[src/rtl/divisor_punto_fijo.sv]
// divisor_punto_fijo: sequential signed fixed-point divider.
// Restoring division on operand magnitudes, one quotient bit per clock,
// with start/done handshake and multiplier-compatible saturation.
module divisor_punto_fijo #(
    parameter int unsigned Decimal  = 16,
    parameter int unsigned Magnitud = 8,
    parameter int unsigned N        = Decimal + Magnitud + 1
) (
    input  logic         clk,
    input  logic         reset,
    input  logic         start,
    input  logic [N-1:0] A,
    input  logic [N-1:0] B,
    output logic         busy,
    output logic         done,
    output logic [N-1:0] Division,
    output logic         div_cero
);

    localparam int unsigned ITER = N + Decimal;
    localparam int unsigned CW   = $clog2(ITER);
    localparam logic [N-1:0]    MAXIMO     = {1'b0, {(N-1){1'b1}}};
    localparam logic [N-1:0]    MINIMO     = {1'b1, {(N-2){1'b0}}, 1'b1};
    localparam logic [ITER-1:0] MAXIMO_EXT = {{Decimal{1'b0}}, MAXIMO};
    localparam logic [CW-1:0]   LAST_ITER  = CW'(ITER - 1);

    typedef enum logic [1:0] {
        IDLE = 2'd0,
        CALC = 2'd1,
        DONE = 2'd2
    } state_t;

    state_t          state_q, state_d;
    logic [CW-1:0]   cnt_q, cnt_d;
    // Remainder is always < |B| <= 2^(N-1), so N bits hold it between
    // iterations; the shifted trial value needs N+1 bits.
    logic [N-1:0]    rem_q, rem_d;
    // Holds the shifted dividend at start; quotient bits enter at the LSB
    // as dividend bits leave at the MSB.
    logic [ITER-1:0] quo_q, quo_d;
    logic [N-1:0]    abs_b_q, abs_b_d;
    logic            sign_q, sign_d;
    logic            zero_q, zero_d;
    logic            busy_q, busy_d;
    logic            done_q, done_d;
    logic [N-1:0]    division_q, division_d;
    logic            div_cero_q, div_cero_d;

    logic [N-1:0]    a_abs;
    logic [N-1:0]    b_abs;
    logic [N:0]      rem_shift;
    logic            q_bit;

    // Next-state, datapath and output computation
    always_comb begin
        state_d    = state_q;
        cnt_d      = cnt_q;
        rem_d      = rem_q;
        quo_d      = quo_q;
        abs_b_d    = abs_b_q;
        sign_d     = sign_q;
        zero_d     = zero_q;
        busy_d     = busy_q;
        done_d     = 1'b0;
        division_d = division_q;
        div_cero_d = div_cero_q;

        a_abs     = A[N-1] ? ((~A) + N'(1)) : A;
        b_abs     = B[N-1] ? ((~B) + N'(1)) : B;
        rem_shift = {rem_q, quo_q[ITER-1]};
        q_bit     = (rem_shift >= {1'b0, abs_b_q});

        unique case (state_q)
            IDLE: begin
                if (start) begin
                    abs_b_d = b_abs;
                    quo_d   = {a_abs, {Decimal{1'b0}}};
                    rem_d   = '0;
                    cnt_d   = '0;
                    sign_d  = A[N-1] ^ B[N-1];
                    zero_d  = (b_abs == '0);
                    busy_d  = 1'b1;
                    state_d = (b_abs == '0) ? DONE : CALC;
                end
            end

            CALC: begin
                rem_d = q_bit ? (rem_shift[N-1:0] - abs_b_q) : rem_shift[N-1:0];
                quo_d = {quo_q[ITER-2:0], q_bit};
                cnt_d = cnt_q + CW'(1);
                if (cnt_q == LAST_ITER) begin
                    state_d = DONE;
                end
            end

            DONE: begin
                state_d    = IDLE;
                busy_d     = 1'b0;
                done_d     = 1'b1;
                div_cero_d = zero_q;
                if (zero_q || (quo_q > MAXIMO_EXT)) begin
                    // With B zero the sign reduces to A's sign bit
                    division_d = sign_q ? MINIMO : MAXIMO;
                end else if (sign_q) begin
                    division_d = (~quo_q[N-1:0]) + N'(1);
                end else begin
                    division_d = quo_q[N-1:0];
                end
            end

            default: begin
                state_d = IDLE;
                busy_d  = 1'b0;
            end
        endcase
    end

    // State and output registers with asynchronous clear
    always_ff @(posedge clk or posedge reset) begin
        if (reset) begin
            state_q    <= IDLE;
            cnt_q      <= '0;
            rem_q      <= '0;
            quo_q      <= '0;
            abs_b_q    <= '0;
            sign_q     <= 1'b0;
            zero_q     <= 1'b0;
            busy_q     <= 1'b0;
            done_q     <= 1'b0;
            division_q <= '0;
            div_cero_q <= 1'b0;
        end else begin
            state_q    <= state_d;
            cnt_q      <= cnt_d;
            rem_q      <= rem_d;
            quo_q      <= quo_d;
            abs_b_q    <= abs_b_d;
            sign_q     <= sign_d;
            zero_q     <= zero_d;
            busy_q     <= busy_d;
            done_q     <= done_d;
            division_q <= division_d;
            div_cero_q <= div_cero_d;
        end
    end

    assign busy     = busy_q;
    assign done     = done_q;
    assign Division = division_q;
    assign div_cero = div_cero_q;

endmodule

[config.mk]
export PLATFORM = sky130hd
export DESIGN_NAME = divisor_punto_fijo
export DESIGN_NICKNAME = d
export VERILOG_FILES = /design/src/rtl/divisor_punto_fijo.sv
export SDC_FILE = /design/constraint.sdc
export NUM_CORES = 1
export LEC_CHECK = 0
export ABC_AREA = 1
export ABC_CLOCK_PERIOD_IN_PS = 4100
export CAP_MARGIN = 10
export CORE_UTILIZATION = 44
export DETAILED_ROUTE_END_ITERATION = 8
export PLACE_DENSITY_LB_ADDON = 0.15
export REMOVE_ABC_BUFFERS = 1
export SYNTH_ARGS = -nofsm -noshare
export SYNTH_HDL_FRONTEND = slang
export SYNTH_SLANG_ARGS = --single-unit
[constraint.sdc]
create_clock -name clk -period 4.1 [get_ports clk]
set_input_delay 0.82 -clock clk [delete_from_list [all_inputs] [get_ports clk]]
set_output_delay 0.82 -clock clk [all_outputs]
set_load 0.01 [all_outputs]
==> results.py, run 1 <==
metrics = {
    "placed_design": {
        "dp_worst_setup_slack_ps": 1060,
        "detailedPlacementHpwl_mm": 17.7,
        "dpl.cell_count": 1655,
        "port-buffer-count": 80,
        "routabilityCongestion": 0.919,
    },
    "pwr": {
        "internal_power_of_the_cells_uw": 4840,
        "power_per_cell_area_mw_per_mm2": 855,
        "ir_worst_vdd_uv": 406,
        "static-leakage-power_uw": 0.00512,
        "p_switching_uw": 4380,
        "swShare": 0.475,
        "post-layout-total-power_uw": 9220,
        "reg_power_frac": 0.253,
        "pwr-share-clk": 0.168,
        "p_comb_frac": 0.579,
    },
    "floorplanning": {
        "initial_utilization": 0.451,
        "core.rowCount": 52,
        "die_width_um": 146,
        "die_height_um": 146,
        "coreArea_mm2": 0.0203,
        "top_level_ports": 81,
        "die_area_mm2": 0.0214,
    },
    "global_routing": {
        "grt_pass1_wl_mm": 39.6,
        "first_global_vias": 8035,
        "grt_max_degree": 78,
        "grt_antenna_before_repair": 0,
        "grt_overflow_total": 0,
        "global_route.usage.total": 0.229,
    },
    "timing": {
        "period_share": 0.673,
        "setup_violations": 0,
        "tns_ps": 0,
        "fin_skew_ps": 8.98,
        "finalWorstSetupSlack_ps": 1340,
        "slew_headroom": 0.362,
        "report.final.hold_viol_count": 0,
        "timing.final.max_slew_violations": 0,
        "final.min_clock_period_ps": 2760,
        "unrepaired_setup_endpoints_after_global_routing": "no",
        "tightestPinTransition_ps": 955,
        "fmax_mhz": 362,
    },
    "logic_synthesis": {
        "synth_flop_cell": "sky130_fd_sc_hd__dfrtp_1",
        "async_flop_share": 1.00,
        "synth_cell_types": 50,
        "synth.yosys.seq_area_share": 0.353,
        "synth.yosys.warnings": 0,
        "synthesis.instances": 1340,
        "post_synth_instance_area_mm2": 0.00915,
        "ys_ff_latch": 129,
        "synth_enable_flop_cells": 0,
        "synthesized_area_per_cell_um2": 6.83,
    },
    "clock_tree": {
        "clockBufferDepth": 2,
        "postCtsResizedCells": 0,
        "cts.clk_slew.worst_paths_ps": 60,
        "clock_insertion_delay_worst_skew_ps": 430,
        "cts_made_buffers": 17,
        "cts.root.buffer_cell": "sky130_fd_sc_hd__clkbuf_16",
        "post_cts_buffers": 0,
        "clock_tree_from_tritoncts": "done",
        "htreeDepth": 4,
        "post_cts_hold_buffer_count": 0,
        "cts.sink_count": 129,
    },
    "flow_run": {
        "number_of_max_cap_violations": 0,
    },
    "setup_path": {
        "worst-endpoint-required_ps": 4460,
        "critical_path_arrival_ps": 3120,
        "crit_path_frequent_cell": "sky130_fd_sc_hd__nand2_1",
        "timing.critical_path.slowest_cell_delay_ps": 440,
        "path_max_fanout": 26,
        "critPathCaptureType": "register",
        "startpoint_types": "register",
        "cp_num_buf_inv": 1,
        "cpMaxStageDelayCell": "sky130_fd_sc_hd__fa_1",
        "critical_path.cell_chain": "inv_1, ha_1, fa_1, o21ai_2, nand2_1, nand2_2, nand2_1, nand2_2, nand3_2, nand3_4, nand2_2, nand2_1, nand2_1, nand2_1",
        "worstSetupPathType": "register to register",
        "cpLargestDelayFamily": "simple AND/OR/NAND/NOR gates",
    },
    "hold_path": {
        "hold_path.class": "register to register",
    },
    "finish": {
        "synthToLayoutAreaGrowth_pct": 17.9,
        "net_total_in_the_final_layout": 1489,
        "layout-drive-gt1-share": 0.0579,
        "finish.cell_count_without_fillers": 1687,
        "insertedDiodeCount": 0,
        "multi_input_comb_area_mm2": 0.00512,
        "layout.filler_cells": 2037,
        "final_core_utilization": 0.531,
        "layout.area.seq_mm2": 0.00323,
    },
    "routing": {
        "routed_wire_length_per_instance_um": 14.2,
        "dr_total_vias": 8788,
        "via_per_inst": 5.21,
        "postRouteWirelength_mm": 23.9,
        "drtIter0Drc": 463,
        "post-route-drc-count": 0,
        "final_antenna_net_count": 0,
        "drt_pass1_iterations": 5,
    },
    "outcome": {
        "status": "finished clean",
    },
}
-- cells by family after synthesis --
family	synth area share
buffers and inverters	0.0896
DFF	0.353
xor gates and xnor gates	0.0450
adders and majority gates	0.0446
and+or+nand+nor	0.343
AOI/OAI and AO/OA	0.124
muxes	0.00109
-- worst paths after layout --
| check | start | end | slack (ps) | cells after the start |
|---|---|---|---|---|
| max | quo_q[40]$_DFFE_PP0P_ | rem_q[21]$_DFFE_PP0P_ | 1340 | 14 |
| min | Division[16]$_DFFE_PP0P_ | Division[16]$_DFFE_PP0P_ | 480 | 2 |
| max reg2reg | quo_q[40]$_DFFE_PP0P_ | rem_q[21]$_DFFE_PP0P_ | 1340 | 14 |
| min reg2reg | Division[16]$_DFFE_PP0P_ | Division[16]$_DFFE_PP0P_ | 480 | 2 |
| max in group asynchronous | reset | abs_b_q[12]$_DFFE_PP0P_ | 2630 | 3 |
| min in group asynchronous | reset | Division[5]$_DFFE_PP0P_ | 730 | 2 |
-- sequential cells by signal, indices dropped and copies added, names as in the netlist --
signal    cells
Division     25
abs_b_q      25
busy          1
cnt_q         6
div_cero      1
done          1
quo_q        41
rem_q        25
sign_q        1
state_q       2
zero_q        1
-- worst register-to-register path: cells and delay by family, from the launching register on --
family          cells  cell delay, ps
compound gates      1             270
fa+ha+maj           2             680
buf+inv             1              80
flops               1             340
simple gates       10            1320
-- cells in the final DEF (no fill, tap or decap), types with 2 or more instances in the layout --
cell type / netlist / routed
sky130_fd_sc_hd__nand3_1: 95 / 95
sky130_fd_sc_hd__ha_1: 31 / 31
sky130_fd_sc_hd__xor2_1: 31 / 31
sky130_fd_sc_hd__o21ai_0: 77 / 77
sky130_fd_sc_hd__o211ai_1: 5 / 5
sky130_fd_sc_hd__a22oi_1: 20 / 20
sky130_fd_sc_hd__a21oi_2: 2 / 2
sky130_fd_sc_hd__a21oi_1: 53 / 53
sky130_fd_sc_hd__inv_2: 4 / 4
sky130_fd_sc_hd__nor2_4: 2 / 4
sky130_fd_sc_hd__clkbuf_1: 27 / 2
sky130_fd_sc_hd__o21bai_1: 4 / 4
sky130_fd_sc_hd__a31oi_1: 4 / 4
sky130_fd_sc_hd__clkbuf_8: 0 / 3
sky130_fd_sc_hd__nor2_1: 150 / 147
sky130_fd_sc_hd__clkdlybuf4s50_1: 0 / 80
sky130_fd_sc_hd__nand3b_1: 10 / 10
sky130_fd_sc_hd__xnor2_1: 16 / 16
sky130_fd_sc_hd__nand2_2: 16 / 16
sky130_fd_sc_hd__a21o_1: 2 / 2
sky130_fd_sc_hd__o22ai_1: 17 / 17
sky130_fd_sc_hd__nor4_1: 6 / 6
sky130_fd_sc_hd__dfrtp_1: 129 / 129
sky130_fd_sc_hd__or2_1: 4 / 4
sky130_fd_sc_hd__clkbuf_16: 0 / 17
sky130_fd_sc_hd__and2_1: 2 / 2
sky130_fd_sc_hd__nor4_2: 3 / 3
sky130_fd_sc_hd__nor3_1: 14 / 14
sky130_fd_sc_hd__or2_2: 2 / 2
sky130_fd_sc_hd__clkinv_4: 0 / 4
sky130_fd_sc_hd__nand2_1: 379 / 379
sky130_fd_sc_hd__o21ai_1: 9 / 9
sky130_fd_sc_hd__inv_6: 0 / 2
sky130_fd_sc_hd__nor2_2: 3 / 4
sky130_fd_sc_hd__buf_4: 3 / 10
sky130_fd_sc_hd__inv_1: 157 / 156
sky130_fd_sc_hd__nand4_1: 33 / 33
sky130_fd_sc_hd__bufinv_16: 0 / 2
-- synthesized netlist by cell type (9+ instances only) --
cell type	n	area, um2
sky130_fd_sc_hd__dfrtp_1	129	3230
sky130_fd_sc_hd__nand2_1	379	1420
sky130_fd_sc_hd__buf_2	10	50.1
sky130_fd_sc_hd__nand2_2	16	100
sky130_fd_sc_hd__nor3_1	14	70.1
sky130_fd_sc_hd__o21ai_0	77	385
sky130_fd_sc_hd__a21oi_1	53	265
sky130_fd_sc_hd__nor2_1	150	563
sky130_fd_sc_hd__nand3b_1	10	75.1
sky130_fd_sc_hd__o22ai_1	17	106
sky130_fd_sc_hd__o21ai_1	9	45.0
sky130_fd_sc_hd__nand3_1	95	475
sky130_fd_sc_hd__xnor2_1	16	140
sky130_fd_sc_hd__xor2_1	31	272
sky130_fd_sc_hd__inv_1	157	589
sky130_fd_sc_hd__ha_1	31	388
sky130_fd_sc_hd__clkbuf_1	27	101
sky130_fd_sc_hd__nand4_1	33	206
sky130_fd_sc_hd__a22oi_1	20	150
-- stage by stage --
stage          hold WS (ps)  area (um2)
2_1_floorplan           453        8930
4_1_cts                 483       10800
3_3_place_gp            457       10200
5_1_grt                 505       10800
6_report                477       10800
3_5_place_dp            465       10200
-- routing by layer --
layer	global-route usage	share of wire	wire [um]	vias up
met1	0.310	0.48	11400	4061
met2	0.376	0.47	11200	209
li1	-	-	-	4488
met5	0	0	0	-
met3	0.0375	0.039	925	30
met4	0.0667	0.017	415	0
-- final cells by class --
class | count | share of cell area
Clock buffer | 22 | 0.0440
Clock inverter | 10 | 0.0116
Inverter | 161 | 0.0563
Multi-Input combinational cell | 1004 | 0.474
Sequential cell | 129 | 0.299
Tap cell | 270 | 0.0313
Timing Repair Buffer | 91 | 0.0831
-- power by group through the flow --
stage                     Clock (uW)  Combinational [uW]  Sequential (uW)
after floorplan                    0                3850             2280
after global placement             0                5240             2330
after detailed placement           0                5310             2340
after CTS                       1580                5340             2320
after global routing            1630                6060             2410
final                           1550                5340             2330
Note: power is estimated with default switching activity, not from simulation.
==> inputs of run 2 (changes only) <==
--- a/config.mk
+++ b/config.mk
@@ -6,7 +6,7 @@
 export NUM_CORES = 1
 export LEC_CHECK = 0
 export ABC_AREA = 1
-export ABC_CLOCK_PERIOD_IN_PS = 4100
+export ABC_CLOCK_PERIOD_IN_PS = 2390
 export CAP_MARGIN = 10
 export CORE_UTILIZATION = 44
 export DETAILED_ROUTE_END_ITERATION = 8
==> constraint.sdc (replaced) <==
create_clock -name clk -period 2.39 [get_ports clk]
set_input_delay 0.478 -clock clk [delete_from_list [all_inputs] [get_ports clk]]
set_output_delay 0.478 -clock clk [all_outputs]
set_load 0.01 [all_outputs]
==> results.py, run 2 (synthesized netlist as in run 1, its figures left out) <==
metrics = {
    "outcome": {
        "status": "finished clean",
    },
    "floorplanning": {
        "coreArea_mm2": 0.0203,
        "die_height_um": 146,
        "core.rowCount": 52,
        "initial_utilization": 0.451,
        "die_width_um": 146,
        "top_level_ports": 81,
        "die_area_mm2": 0.0214,
    },
    "clock_tree": {
        "cts_made_buffers": 17,
        "cts.sink_count": 129,
        "clock_tree_from_tritoncts": "done",
        "cts.clk_slew.worst_paths_ps": 60,
        "clockBufferDepth": 2,
        "clock_insertion_delay_worst_skew_ps": 420,
        "htreeDepth": 4,
        "post_cts_hold_buffer_count": 0,
        "cts.root.buffer_cell": "sky130_fd_sc_hd__clkbuf_16",
    },
    "setup_path": {
        "critical_path.cell_chain": "inv_1, ha_1, a21oi_1, o21ai_1, nand2_1, o211ai_1, a21oi_2, nand3_4, buf_12, nand2_2, nand3_1, nand2_1",
        "path_max_fanout": 16,
        "worst-endpoint-required_ps": 2760,
        "cpMaxStageDelayCell": "sky130_fd_sc_hd__dfrtp_1",
        "crit_path_frequent_cell": "sky130_fd_sc_hd__nand2_1",
        "timing.critical_path.slowest_cell_delay_ps": 360,
        "startpoint_types": "register",
        "worstReg2RegStart": "abs_b_q[21]$_DFFE_PP0P_",
        "worstSetupPathType": "register to register",
        "critPathCaptureType": "register",
        "critical_path_arrival_ps": 2650,
        "setup.worst_path.start": "abs_b_q[21]$_DFFE_PP0P_",
    },
    "hold_path": {
        "hold_path.class": "input port to async pin",
    },
    "finish": {
        "layout-drive-gt1-share": 0.109,
        "max_flop_register": "quo_q",
        "synthToLayoutAreaGrowth_pct": 24.4,
        "insertedDiodeCount": 0,
        "finish.cell_count_without_fillers": 1760,
        "net_total_in_the_final_layout": 1562,
        "final_cell_mix": "sky130_fd_sc_hd__nand2_1 (379), sky130_fd_sc_hd__inv_1 (156), sky130_fd_sc_hd__nor2_1 (147)",
        "final_common_cell": "sky130_fd_sc_hd__nand2_1",
        "number_of_flip_flops_in_the_largest_register": 41,
    },
    "global_routing": {
        "global_route.usage.total": 0.238,
        "grt_antenna_before_repair": 0,
        "grt_max_degree": 32,
        "grt_pass1_wl_mm": 41.3,
        "first_global_vias": 8526,
        "grt_overflow_total": 0,
    },
    "timing": {
        "period_share": 0.954,
        "timing.final.max_slew_violations": 0,
        "final.min_clock_period_ps": 2280,
        "slew_headroom": 0.591,
        "setup_violations": 0,
        "tns_ps": 0,
        "report.final.hold_viol_count": 0,
        "tightestPinTransition_ps": 606,
        "fin_skew_ps": 9.70,
        "fmax_mhz": 439,
    },
    "routing": {
        "via_per_inst": 5.15,
        "routed_wire_length_per_instance_um": 13.7,
        "post-route-drc-count": 0,
        "postRouteWirelength_mm": 24.2,
        "dr_total_vias": 9066,
        "final_antenna_net_count": 0,
        "drt_pass1_iterations": 5,
        "drtIter0Drc": 499,
    },
    "pwr": {
        "power_per_cell_area_mw_per_mm2": 1440,
        "ir_worst_vdd_uv": 541,
        "static-leakage-power_uw": 0.00545,
    },
    "placed_design": {
        "routabilityCongestion": 0.902,
        "dpl.cell_count": 1727,
        "detailedPlacementHpwl_mm": 19.0,
        "port-buffer-count": 80,
    },
    "flow_run": {
        "number_of_max_cap_violations": 0,
    },
}
[run 2: critical path: cells and delay by family, from the launching register on]
kind / cells / cell delay [ps]
flip-flops: 1 / 360
AO/OA/AOI/OAI: 4 / 770
AND/OR/NAND/NOR: 5 / 460
adder cells (fa/ha/maj): 1 / 300
buffers and inverters: 2 / 310
[run 2: layout make-up]
class                      count  area [um2]
inverter                     161         607
clock buffer                  19         453
fill                        2020        8920
timing repair buffer         164        1500
tap                          270         338
multi-input combinational   1004        5150
sequential                   129        3230
clock inverter                13         104
[run 2: final timing paths]
kind,slack [ps],cells after the start,to
worst min register to register,480,2,Division[16]$_DFFE_PP0P_
worst min-delay path,410,2,done$_DFF_PP0_
max in group asynchronous,1340,3,Division[21]$_DFFE_PP0P_
worst max register to register,110,12,rem_q[9]$_DFFE_PP0P_
worst max-delay path,110,12,rem_q[9]$_DFFE_PP0P_
min in group clk,480,2,Division[16]$_DFFE_PP0P_
[run 2: repair_timing]
action                     4_1_cts  5_1_grt
setup endpoints to repair        0       25
setup buffers                    0        1
resized for setup                0        9
[run 2: per-stage QoR]
| stage | power (uW) | cell area (um2) | hold WS [ps] | util | setup WS [ps] |
|---|---|---|---|---|---|
| floorplan | 10500 | 8930 | 453 | - | -1760 |
| global placement | 13600 | 10800 | 455 | 0.531 | -96.8 |
| detailed placement | 13700 | 10800 | 467 | 0.531 | -182 |
| CTS | 16300 | 11300 | 420 | 0.558 | 54.9 |
| global route | 17900 | 11400 | 450 | 0.561 | -5.16 |
| finish | 16400 | 11400 | 407 | 0.561 | 110 |
[run 2: power by group]
part / switching, uW / internal (uW) / total [uW]
Combinational: 5950 / 4030 / 9980
Sequential: 723 / 3220 / 3950
Clock: 1040 / 1400 / 2440
[run 2: routing by layer]
layer	up-vias	GRT usage	wire length, um
li1	4634	-	-
met1	4175	0.326	11400
met2	226	0.391	11300
met3	31	0.0281	985
met4	0	0.0776	454
met5	-	0	0
==> inputs of run 3 (changes only) <==
--- a/config.mk
+++ b/config.mk
@@ -10,7 +10,8 @@
 export CAP_MARGIN = 10
 export CORE_UTILIZATION = 44
 export DETAILED_ROUTE_END_ITERATION = 8
-export PLACE_DENSITY_LB_ADDON = 0.15
+export HOLD_SLACK_MARGIN = 0.02
+export PLACE_DENSITY = 0.66
 export REMOVE_ABC_BUFFERS = 1
 export SYNTH_ARGS = -nofsm -noshare
 export SYNTH_HDL_FRONTEND = slang
==> results.py, run 3 (synthesized netlist as in run 1, its figures left out) <==
metrics = {
    "clock_tree": {
        "cts_made_buffers": 17,
        "htreeDepth": 4,
        "cts.root.buffer_cell": "sky130_fd_sc_hd__clkbuf_16",
        "clockBufferDepth": 2,
        "cts.sink_count": 129,
        "post_cts_buffers": 0,
        "cts.clk_slew.worst_paths_ps": 60,
        "clock_insertion_delay_worst_skew_ps": 420,
        "clock_tree_from_tritoncts": "done",
    },
    "pwr": {
        "power_per_cell_area_mw_per_mm2": 1470,
        "ir_worst_vdd_uv": 745,
        "static-leakage-power_uw": 0.00548,
    },
    "finish": {
        "net_total_in_the_final_layout": 1553,
        "insertedDiodeCount": 0,
        "max_flop_register": "quo_q",
        "number_of_flip_flops_in_the_largest_register": 41,
        "final_common_cell": "sky130_fd_sc_hd__nand2_1",
        "final_cell_mix": "sky130_fd_sc_hd__nand2_1 (376), sky130_fd_sc_hd__inv_1 (156), sky130_fd_sc_hd__nor2_1 (144)",
        "finish.cell_count_without_fillers": 1749,
        "synthToLayoutAreaGrowth_pct": 25.4,
        "layout.filler_cells": 1955,
        "finalInstanceArea_mm2": 0.0115,
        "final_core_utilization": 0.565,
        "layout-drive-gt1-share": 0.108,
    },
    "placed_design": {
        "post_dp_cell_area_mm2": 0.0108,
        "detailedPlacementHpwl_mm": 18.5,
        "routabilityCongestion": 0.902,
        "port-buffer-count": 80,
        "dpl.cell_count": 1719,
    },
    "setup_path": {
        "worstRegToRegCells": 12,
        "r2r_setup_slk_ps": 170,
        "path_max_fanout": 9,
        "critPathCaptureType": "register",
        "worst-endpoint-required_ps": 2740,
        "rr_endpoint": "rem_q[10]$_DFFE_PP0P_",
        "worstSetupPathType": "register to register",
        "critical_path_arrival_ps": 2570,
        "worstReg2RegStart": "abs_b_q[11]$_DFFE_PP0P_",
        "startpoint_types": "register",
    },
    "routing": {
        "final_antenna_net_count": 0,
        "post-route-drc-count": 0,
        "via_per_inst": 5.14,
        "met3_wirelength_um": 943,
        "drtIter0Drc": 412,
        "postRouteWirelength_mm": 24.4,
        "met2_wirelength_mm": 11.5,
        "routed_wire_length_per_instance_um": 14.0,
        "drt_pass1_iterations": 5,
        "dr_total_vias": 8998,
        "drt-met1-wl_mm": 11.6,
        "dr.max_layer_used": "met4",
    },
    "floorplanning": {
        "core.rowCount": 52,
        "initial_utilization": 0.451,
        "top_level_ports": 81,
        "die_area_mm2": 0.0214,
        "die_width_um": 146,
        "coreArea_mm2": 0.0203,
        "die_height_um": 146,
    },
    "timing": {
        "report.final.hold_viol_count": 0,
        "final.min_clock_period_ps": 2220,
        "slew_headroom": 0.648,
        "unrepaired_setup_endpoints_after_global_routing": "no",
        "setup_violations": 0,
        "fin_skew_ps": 10.3,
        "timing.final.max_slew_violations": 0,
        "period_share": 0.929,
        "tightestPinTransition_ps": 521,
        "fmax_mhz": 451,
        "tns_ps": 0,
    },
    "outcome": {
        "status": "finished clean",
    },
    "global_routing": {
        "grt_max_degree": 43,
        "first_global_vias": 8736,
        "global_route.usage.total": 0.240,
        "grt_overflow_total": 0,
        "grt_pass1_wl_mm": 41.6,
        "grt_antenna_before_repair": 0,
    },
    "flow_run": {
        "number_of_max_cap_violations": 0,
    },
    "hold_path": {
        "hold_path.class": "input port to async pin",
    },
}
[run 3: cell types whose count changed in the layout (fill, tap and decap cells not counted), moves of 2 or more]
cell,change
sky130_fd_sc_hd__buf_12,+3
sky130_fd_sc_hd__buf_4,-12
sky130_fd_sc_hd__bufinv_16,+4
sky130_fd_sc_hd__clkinv_4,+5
sky130_fd_sc_hd__clkinvlp_4,-6
sky130_fd_sc_hd__ha_1,-2
sky130_fd_sc_hd__ha_4,+2
sky130_fd_sc_hd__inv_6,-3
sky130_fd_sc_hd__nand2_1,-3
sky130_fd_sc_hd__nand2_2,+2
sky130_fd_sc_hd__nor2_1,-3
sky130_fd_sc_hd__nor2_2,+4
[run 3: cell type report]
class                   count  area (um2)  area share
multi-input cells        1004        5200       0.453
flip-flops and latches    129        3230       0.282
repair buffers            155        1470       0.128
inverters                 161         607      0.0529
clock buffers              18         439      0.0383
well taps                 270         338      0.0295
clock inverters            12         185      0.0161
[run 3: layer usage]
layer	track usage	vias up
met1	0.319	4156
met2	0.398	197
li1	-	4612
met4	0.0818	0
met5	0	-
met3	0.0359	33
[run 3: worst max-delay path, stage by stage, from the launching register on]
cell,delay [ps]
sky130_fd_sc_hd__dfrtp_1,350
sky130_fd_sc_hd__inv_1,90
sky130_fd_sc_hd__ha_2,320
sky130_fd_sc_hd__a21oi_2,180
sky130_fd_sc_hd__nor2_1,70
sky130_fd_sc_hd__nor2_2,130
sky130_fd_sc_hd__o21bai_1,130
sky130_fd_sc_hd__a21oi_2,300
sky130_fd_sc_hd__nand3_4,190
sky130_fd_sc_hd__buf_12,190
sky130_fd_sc_hd__nand2_1,50
sky130_fd_sc_hd__nand3_1,70
sky130_fd_sc_hd__nand2_1,80
[run 3: power breakdown]
| group | internal (uW) | leakage (uW) | switching, uW |
|---|---|---|---|
| Combinational | 4100 | 0.00359 | 6020 |
| Sequential | 3220 | 0.00159 | 742 |
| Clock | 1770 | 0.000302 | 988 |
[run 3: worst max path at each step]
stage,slack [ps],from,to,depth (start not counted)
floorplan,-1760,start,quo_q[38]$_DFFE_PP0P_,6
global placement,-80,B[0],state_q[0]$_DFFE_PP0P_,16
detailed placement,-120,B[0],state_q[0]$_DFFE_PP0P_,16
CTS,90,rem_q[10]$_DFFE_PP0P_,rem_q[17]$_DFFE_PP0P_,11
global route,9,quo_q[40]$_DFFE_PP0P_,rem_q[21]$_DFFE_PP0P_,14
finish,170,abs_b_q[11]$_DFFE_PP0P_,rem_q[10]$_DFFE_PP0P_,12
[run 3: per-stage QoR]
stage	setup slack, ps	hold WS [ps]	total power (uW)
2_1_floorplan	-1760	453	10500
3_3_place_gp	-83.4	461	13600
3_5_place_dp	-121	469	13700
4_1_cts	94.1	431	16600
5_1_grt	8.83	461	18400
6_report	170	420	16800
[run 3: timing repair]
item / in CTS / in global routing
hold buffers: 0 / 0
endpoints found under the setup margin: 0 / 24
resized for setup: 0 / 18
endpoints found under the hold margin: 0 / 0
